File: src/rtl/tx_arbiter.sv
// tx_arbiter: shares one byte transmitter between an echo path (received bytes
// held in a one-entry overwrite register) and a local level-request port.
// Requests are served round-robin. Each transfer waits for the transmitter to
// go busy and then idle again, with a short timeout in case it never goes busy.
// Optional feature macro: ECHO_ERR_DROP_EN drops errored echo bytes and counts
// them in err_cnt. Without it, errored bytes are echoed and err_cnt reads 0.
module tx_arbiter (
  input  logic       clock,
  input  logic       reset,
  input  logic       rx_valid,
  input  logic [7:0] rx_byte,
  input  logic       rx_err,
  input  logic       loc_req,
  input  logic [7:0] loc_byte,
  output logic       loc_ack,
  output logic [7:0] tx_byte,
  output logic       tx_send,
  input  logic       tx_available,
  output logic       busy,
  output logic [7:0] ovr_cnt,
  output logic [7:0] err_cnt
);

  typedef enum logic [1:0] {
    IDLE,
    LAUNCH,
    WAIT_BUSY,
    WAIT_DONE
  } state_t;

  state_t      state_q;
  logic        txSend_q;
  logic        locAck_q;
  logic        busy_q;
  logic        lastLocal_q;
  logic [7:0]  txByte_q;
  logic [2:0]  toCnt_q;

  logic        echoPend_q;
  logic        echoPend_d;
  logic [7:0]  echoByte_q;
  logic [7:0]  echoByte_d;
  logic [7:0]  ovrCnt_q;
  logic [7:0]  ovrCnt_d;

  logic        grantEcho;
  logic        grantLoc;
  logic        rxLoad;

`ifdef ECHO_ERR_DROP_EN
  logic        rxDrop;
  logic [7:0]  errCnt_q;
  logic [7:0]  errCnt_d;

  assign rxLoad = rx_valid & ~rx_err;
  assign rxDrop = rx_valid & rx_err;

  // Errored echo bytes are discarded; tally them, saturating at 255
  always_comb begin
    errCnt_d = errCnt_q;
    if (rxDrop && errCnt_q != 8'hFF) begin
      errCnt_d = errCnt_q + 8'd1;
    end
  end

  // Error counter register
  always_ff @(posedge clock) begin
    if (reset) begin
      errCnt_q <= 8'h00;
    end else begin
      errCnt_q <= errCnt_d;
    end
  end

  assign err_cnt = errCnt_q;
`else
  logic        unusedRxErr;

  assign unusedRxErr = rx_err;
  assign rxLoad      = rx_valid;
  assign err_cnt     = 8'h00;
`endif

  // Grant only from IDLE with the transmitter free; on a tie, alternate
  always_comb begin
    grantEcho = 1'b0;
    grantLoc  = 1'b0;
    if (state_q == IDLE && tx_available) begin
      if (echoPend_q && loc_req) begin
        if (lastLocal_q) begin
          grantEcho = 1'b1;
        end else begin
          grantLoc = 1'b1;
        end
      end else if (echoPend_q) begin
        grantEcho = 1'b1;
      end else if (loc_req) begin
        grantLoc = 1'b1;
      end
    end
  end

  // Echo slot: a new byte always wins; overwriting an unsent byte is an overrun
  always_comb begin
    echoPend_d = echoPend_q;
    echoByte_d = echoByte_q;
    ovrCnt_d   = ovrCnt_q;
    if (rxLoad) begin
      echoByte_d = rx_byte;
      echoPend_d = 1'b1;
      if (echoPend_q && !grantEcho && ovrCnt_q != 8'hFF) begin
        ovrCnt_d = ovrCnt_q + 8'd1;
      end
    end else if (grantEcho) begin
      echoPend_d = 1'b0;
    end
  end

  // Echo slot and overrun counter registers
  always_ff @(posedge clock) begin
    if (reset) begin
      echoPend_q <= 1'b0;
      echoByte_q <= 8'h00;
      ovrCnt_q   <= 8'h00;
    end else begin
      echoPend_q <= echoPend_d;
      echoByte_q <= echoByte_d;
      ovrCnt_q   <= ovrCnt_d;
    end
  end

  // Transfer sequencer: grant, launch pulse, wait for busy, wait for idle
  always_ff @(posedge clock) begin
    if (reset) begin
      state_q     <= IDLE;
      txSend_q    <= 1'b0;
      locAck_q    <= 1'b0;
      busy_q      <= 1'b0;
      txByte_q    <= 8'h00;
      toCnt_q     <= 3'd0;
      lastLocal_q <= 1'b1;
    end else begin
      txSend_q <= 1'b0;
      locAck_q <= 1'b0;
      case (state_q)
        IDLE: begin
          if (grantEcho || grantLoc) begin
            state_q     <= LAUNCH;
            busy_q      <= 1'b1;
            txSend_q    <= 1'b1;
            locAck_q    <= grantLoc;
            txByte_q    <= grantLoc ? loc_byte : echoByte_q;
            lastLocal_q <= grantLoc;
          end
        end
        LAUNCH: begin
          state_q <= WAIT_BUSY;
          toCnt_q <= 3'd0;
        end
        WAIT_BUSY: begin
          if (!tx_available) begin
            state_q <= WAIT_DONE;
          end else if (toCnt_q == 3'd7) begin
            state_q <= IDLE;
            busy_q  <= 1'b0;
          end else begin
            toCnt_q <= toCnt_q + 3'd1;
          end
        end
        WAIT_DONE: begin
          if (tx_available) begin
            state_q <= IDLE;
            busy_q  <= 1'b0;
          end
        end
        default: begin
          state_q <= IDLE;
          busy_q  <= 1'b0;
        end
      endcase
    end
  end

  assign tx_send = txSend_q;
  assign loc_ack = locAck_q;
  assign busy    = busy_q;
  assign tx_byte = txByte_q;
  assign ovr_cnt = ovrCnt_q;

endmodule

File: config.mk
export PLATFORM = sky130hd
export DESIGN_NAME = tx_arbiter
export DESIGN_NICKNAME = d
export VERILOG_FILES = /design/src/rtl/tx_arbiter.sv
export SDC_FILE = /design/constraint.sdc
export NUM_CORES = 1
export LEC_CHECK = 0
export CAP_MARGIN = 30
export CORE_ASPECT_RATIO = 1.25
export CORE_UTILIZATION = 50
export CTS_CLUSTER_SIZE = 20
export DETAILED_ROUTE_END_ITERATION = 6
export PLACE_DENSITY = 0.84
export SLEW_MARGIN = 15
export SYNTH_ARGS = -nofsm -noshare
export SYNTH_HDL_FRONTEND = slang
export SYNTH_SLANG_ARGS = --single-unit
export TNS_END_PERCENT = 30
File: constraint.sdc
create_clock -name clock -period 3.4 [get_ports clock]
set_input_delay 0.68 -clock clock [delete_from_list [all_inputs] [get_ports clock]]
set_output_delay 0.68 -clock clock [all_outputs]
set_load 0.01 [all_outputs]
==> metrics.md <==
| Metric | Value |
|---|---|
| Status | `completed` |
| TritonCTS clock tree | `done` |
| Avg Inst Size Synth | `8.52 sq um` |
| Die area | `3520 sq um` |
| Crit path cell chain | `clkdlybuf4s50_1 > and2b_1 > o211ai_2 > or4_1 > a21oi_1` |
| Arr. time, crit path | `2.41 ns` |
| R2R Setup Slk | `1.39 ns` |
| Min-delay worst type | `reg -> reg` |
| DRC violations left | `0` |
| CP startpoint | `loc_req` |
| CTS H-tree depth | `2` |
| Final instance area | `2090 sq um` |
| Critical path data required time | `3.67 ns` |
| Largest net degree at the start of global routing | `17` |
| Final non-filler cell total | `268` |
| Yosys warns | `0` |
| Area contributors post-synth | `dfxtp_1 (41%), ha_1 (6.1%), nand2_1 (5.7%), mux2i_1 (4.9%), nor2_1 (4.8%)` |
| Via density | `5.50` |
| CTS Buf Count | `5` |
| DRT Pass-1 Iters | `4` |
| Setup violations, final | `0` |
| Critical path depth in cells | `5` |
| Die Wd | `53.3 microns` |
| Seq/Total Area, Yosys | `41.4%` |
| CTS Sinks | `34` |
| Initial antenna violation count | `0` |
| Critical path endpoint category | `flop` |
| DP HPWL | `2380 microns` |
| Final Wtd Congestion | `0.757` |
| Largest area contributor in the netlist | `dfxtp_1` |
| Area share of the largest cell type after synthesis | `41.4%` |
| Post-Place Cells | `260` |
| # diodes | `0` |
| First-pass GRT wire length | `5440 microns` |
| Cts hold-fix bufs | `0` |
| # Max-Cap Violations | `0` |
| Layout cells sized above 1 | `6.47%` |
| Cell Area, Synth | `1640 sq um` |
| Pwr/cell area | `537 nW/um^2` |
| TNS Setup | `0 ns` |
| Routed Antenna Nets | `0` |
| Commonest cells after routing, fill and taps aside | `clkdlybuf4s50_1 (39), dfxtp_1 (34), nand2_1 (25)` |
| Worst vdd ir | `494 uV` |
| Starting density of the core | `54.3%` |
| Reg-to-reg endpoint | `ovr_cnt[5]$_SDFFE_PP0P_` |
| Die Ht | `66.1 microns` |
| Fill cell count | `256` |
| Final period utilization | `63.0%` |
| Power, Total | `1.12 mW` |
| Crit path max fanout | `16` |
| WHS Endpoint | `toCnt_q[1]$_SDFFE_PP0P_` |
| Fmax | `0.467 GHz` |
| Delay-heaviest family, CP | `simple AND/OR/NAND/NOR gates` |
| Post-CTS Setup Inserts | `0` |
| Worst-path clk slew | `0.10 ns` |
| Max-Slew Margin vs Limit | `58.4%` |
| Static leakage | `0.792 nW` |
| Vias in the first global route | `1275` |
| Worst Path Buf+Inv | `1` |
| Core area | `3030 sq um` |
| CP max-delay cell | `clkdlybuf4s50_1` |
| Port Buf Inserts | `39` |
| Global route total overflow | `0` |
| Post-Synthesis Cells | `193` |
| Seq cells post-synth | `34` |
| Fin. max-slew vios | `0` |
| Commonest non-fill, non-tap cell in the layout | `clkdlybuf4s50_1` |
| Total wire length | `3250 microns` |
| Resized Gates After CTS | `0` |
| Clock Latency Late Sink | `0.34 ns` |
| Worst slew pin tran | `0.623 ns` |
| Count of unique library cells instantiated by Yosys | `35` |
| GRT Overall Usage | `21.3%` |
| Standard-cell rows | `22` |
| Final hold vios | `0` |
| R2R cell count | `6` |
| Area grow syn2layout | `27.2%` |
| Root Driver | `clkbuf_4` |
| DRT iter0 DRCs | `47` |
| RSZ-0062 raised after global routing | `no` |
| DR vias | `1473` |
| Max Root-Sink Buffers | `2` |
| Hold path depth | `2` |
| Worst setup SP type | `primary input` |
| R2R Path Start | `state_q[0]$_SDFFE_PP0P_` |
| Nets | `261` |
| DR WL/cell | `12.1 microns` |
| Crit-path max cell delay | `0.59 ns` |
| # IOs | `49` |
| Kind of critical path | `in -> reg` |
| Setup Skew | `0.0168 ns` |
| Min-delay src | `toCnt_q[1]$_SDFFE_PP0P_` |
| WHS | `0.475 ns` |
| Fin crit period | `2.14 ns` |
| Placed standard-cell area | `2020 sq um` |
[cell type report]
| type | instances | area [sq um] | area share [%] |
|---|---|---|---|
| multi-input cells | 142 | 856 | 40.9 |
| flip-flops and latches | 34 | 681 | 32.5 |
| repair buffers | 42 | 413 | 19.7 |
| clock buffers | 7 | 45.0 | 2.15 |
| well taps | 36 | 45.0 | 2.15 |
| clock inverters | 1 | 30.0 | 1.44 |
| inverters | 6 | 22.5 | 1.08 |
[layer usage]
metal	track usage, %	part of all wire, %
met1	23.7	43
met2	37.0	51
met3	5.52	5.3
met4	8.88	1.2
met5	0	0
[Yosys cell counts]
| master | n |
|---|---|
| buf_6 | 1 |
| o22ai_1 | 1 |
| and3_1 | 1 |
| nor2_2 | 1 |
| nor3_1 | 2 |
| a221o_1 | 1 |
| and2_1 | 2 |
| nand4_1 | 3 |
| ha_1 | 8 |
| nand2_1 | 25 |
| or4_1 | 6 |
| dfxtp_1 | 34 |
| a31oi_1 | 1 |
| nor2_1 | 21 |
| conb_1 | 1 |
| o31ai_1 | 5 |
| or2_2 | 4 |
| mux2i_1 | 8 |
| or3_1 | 1 |
| nand2b_1 | 1 |
| o21ai_0 | 4 |
| a21boi_0 | 1 |
| o211ai_2 | 1 |
| inv_1 | 6 |
| buf_2 | 2 |
| nor3b_1 | 1 |
| a21oi_1 | 15 |
| buf_4 | 9 |
| clkbuf_1 | 6 |
| a211oi_1 | 2 |
| or3b_1 | 1 |
| nand3_1 | 7 |
| o41ai_1 | 2 |
| and2b_1 | 1 |
| a311oi_1 | 8 |
[worst register-to-register path, delay by kind of cell (launching register included)]
family | cells | cell delay, ns
buf+inv | 1 | 0.11
fa+ha+maj | 1 | 0.27
simple gates | 2 | 0.75
flops | 1 | 0.40
compound gates | 2 | 0.41
[registers in the layout (all words and copies together), names as in the netlist]
name,cells
echoByte_q,8
ovr_cnt,8
tx_byte,8
toCnt_q,3
state_q,2
busy,1
echoPend_q,1
lastLocal_q,1
loc_ack,1
tx_send,1
[per-stage QoR]
stage | setup WS [ns] | util, %
2_1_floorplan | 1.70 | -
3_3_place_gp | 0.974 | 66.6
3_5_place_dp | 0.911 | 66.6
4_1_cts | 1.28 | 69.1
5_1_grt | 1.16 | 69.1
6_report | 1.26 | 69.1
[worst max path at each step]
stage,endpoint,slack [ns]
after detailed placement,ovr_cnt[7]$_SDFFE_PP0P_,0.91
after global routing,ovr_cnt[3]$_SDFFE_PP0P_,1.16
after CTS,ovr_cnt[7]$_SDFFE_PP0P_,1.28
final,ovr_cnt[5]$_SDFFE_PP0P_,1.26
after floorplan,ovr_cnt[4]$_SDFFE_PP0P_,1.70
after global placement,ovr_cnt[4]$_SDFFE_PP0P_,0.97
[cell families after synthesis]
group / count (synthesis) / synth area share (%)
AND/OR/NAND/NOR: 77 / 22.4
buffers and inverters: 24 / 8.14
flip-flops: 34 / 41.4
AO/OA/AOI/OAI: 41 / 16.9
multiplexers: 8 / 4.87
other: 1 / 0.228
adder cells (fa/ha/maj): 8 / 6.09
[where the power goes]
part	switching (mW)	internal, mW	total, mW
combinational	0.184	0.171	0.355
sequential	0.0355	0.449	0.484
clock	0.129	0.156	0.285
Note: power is estimated with default switching activity, not from simulation.
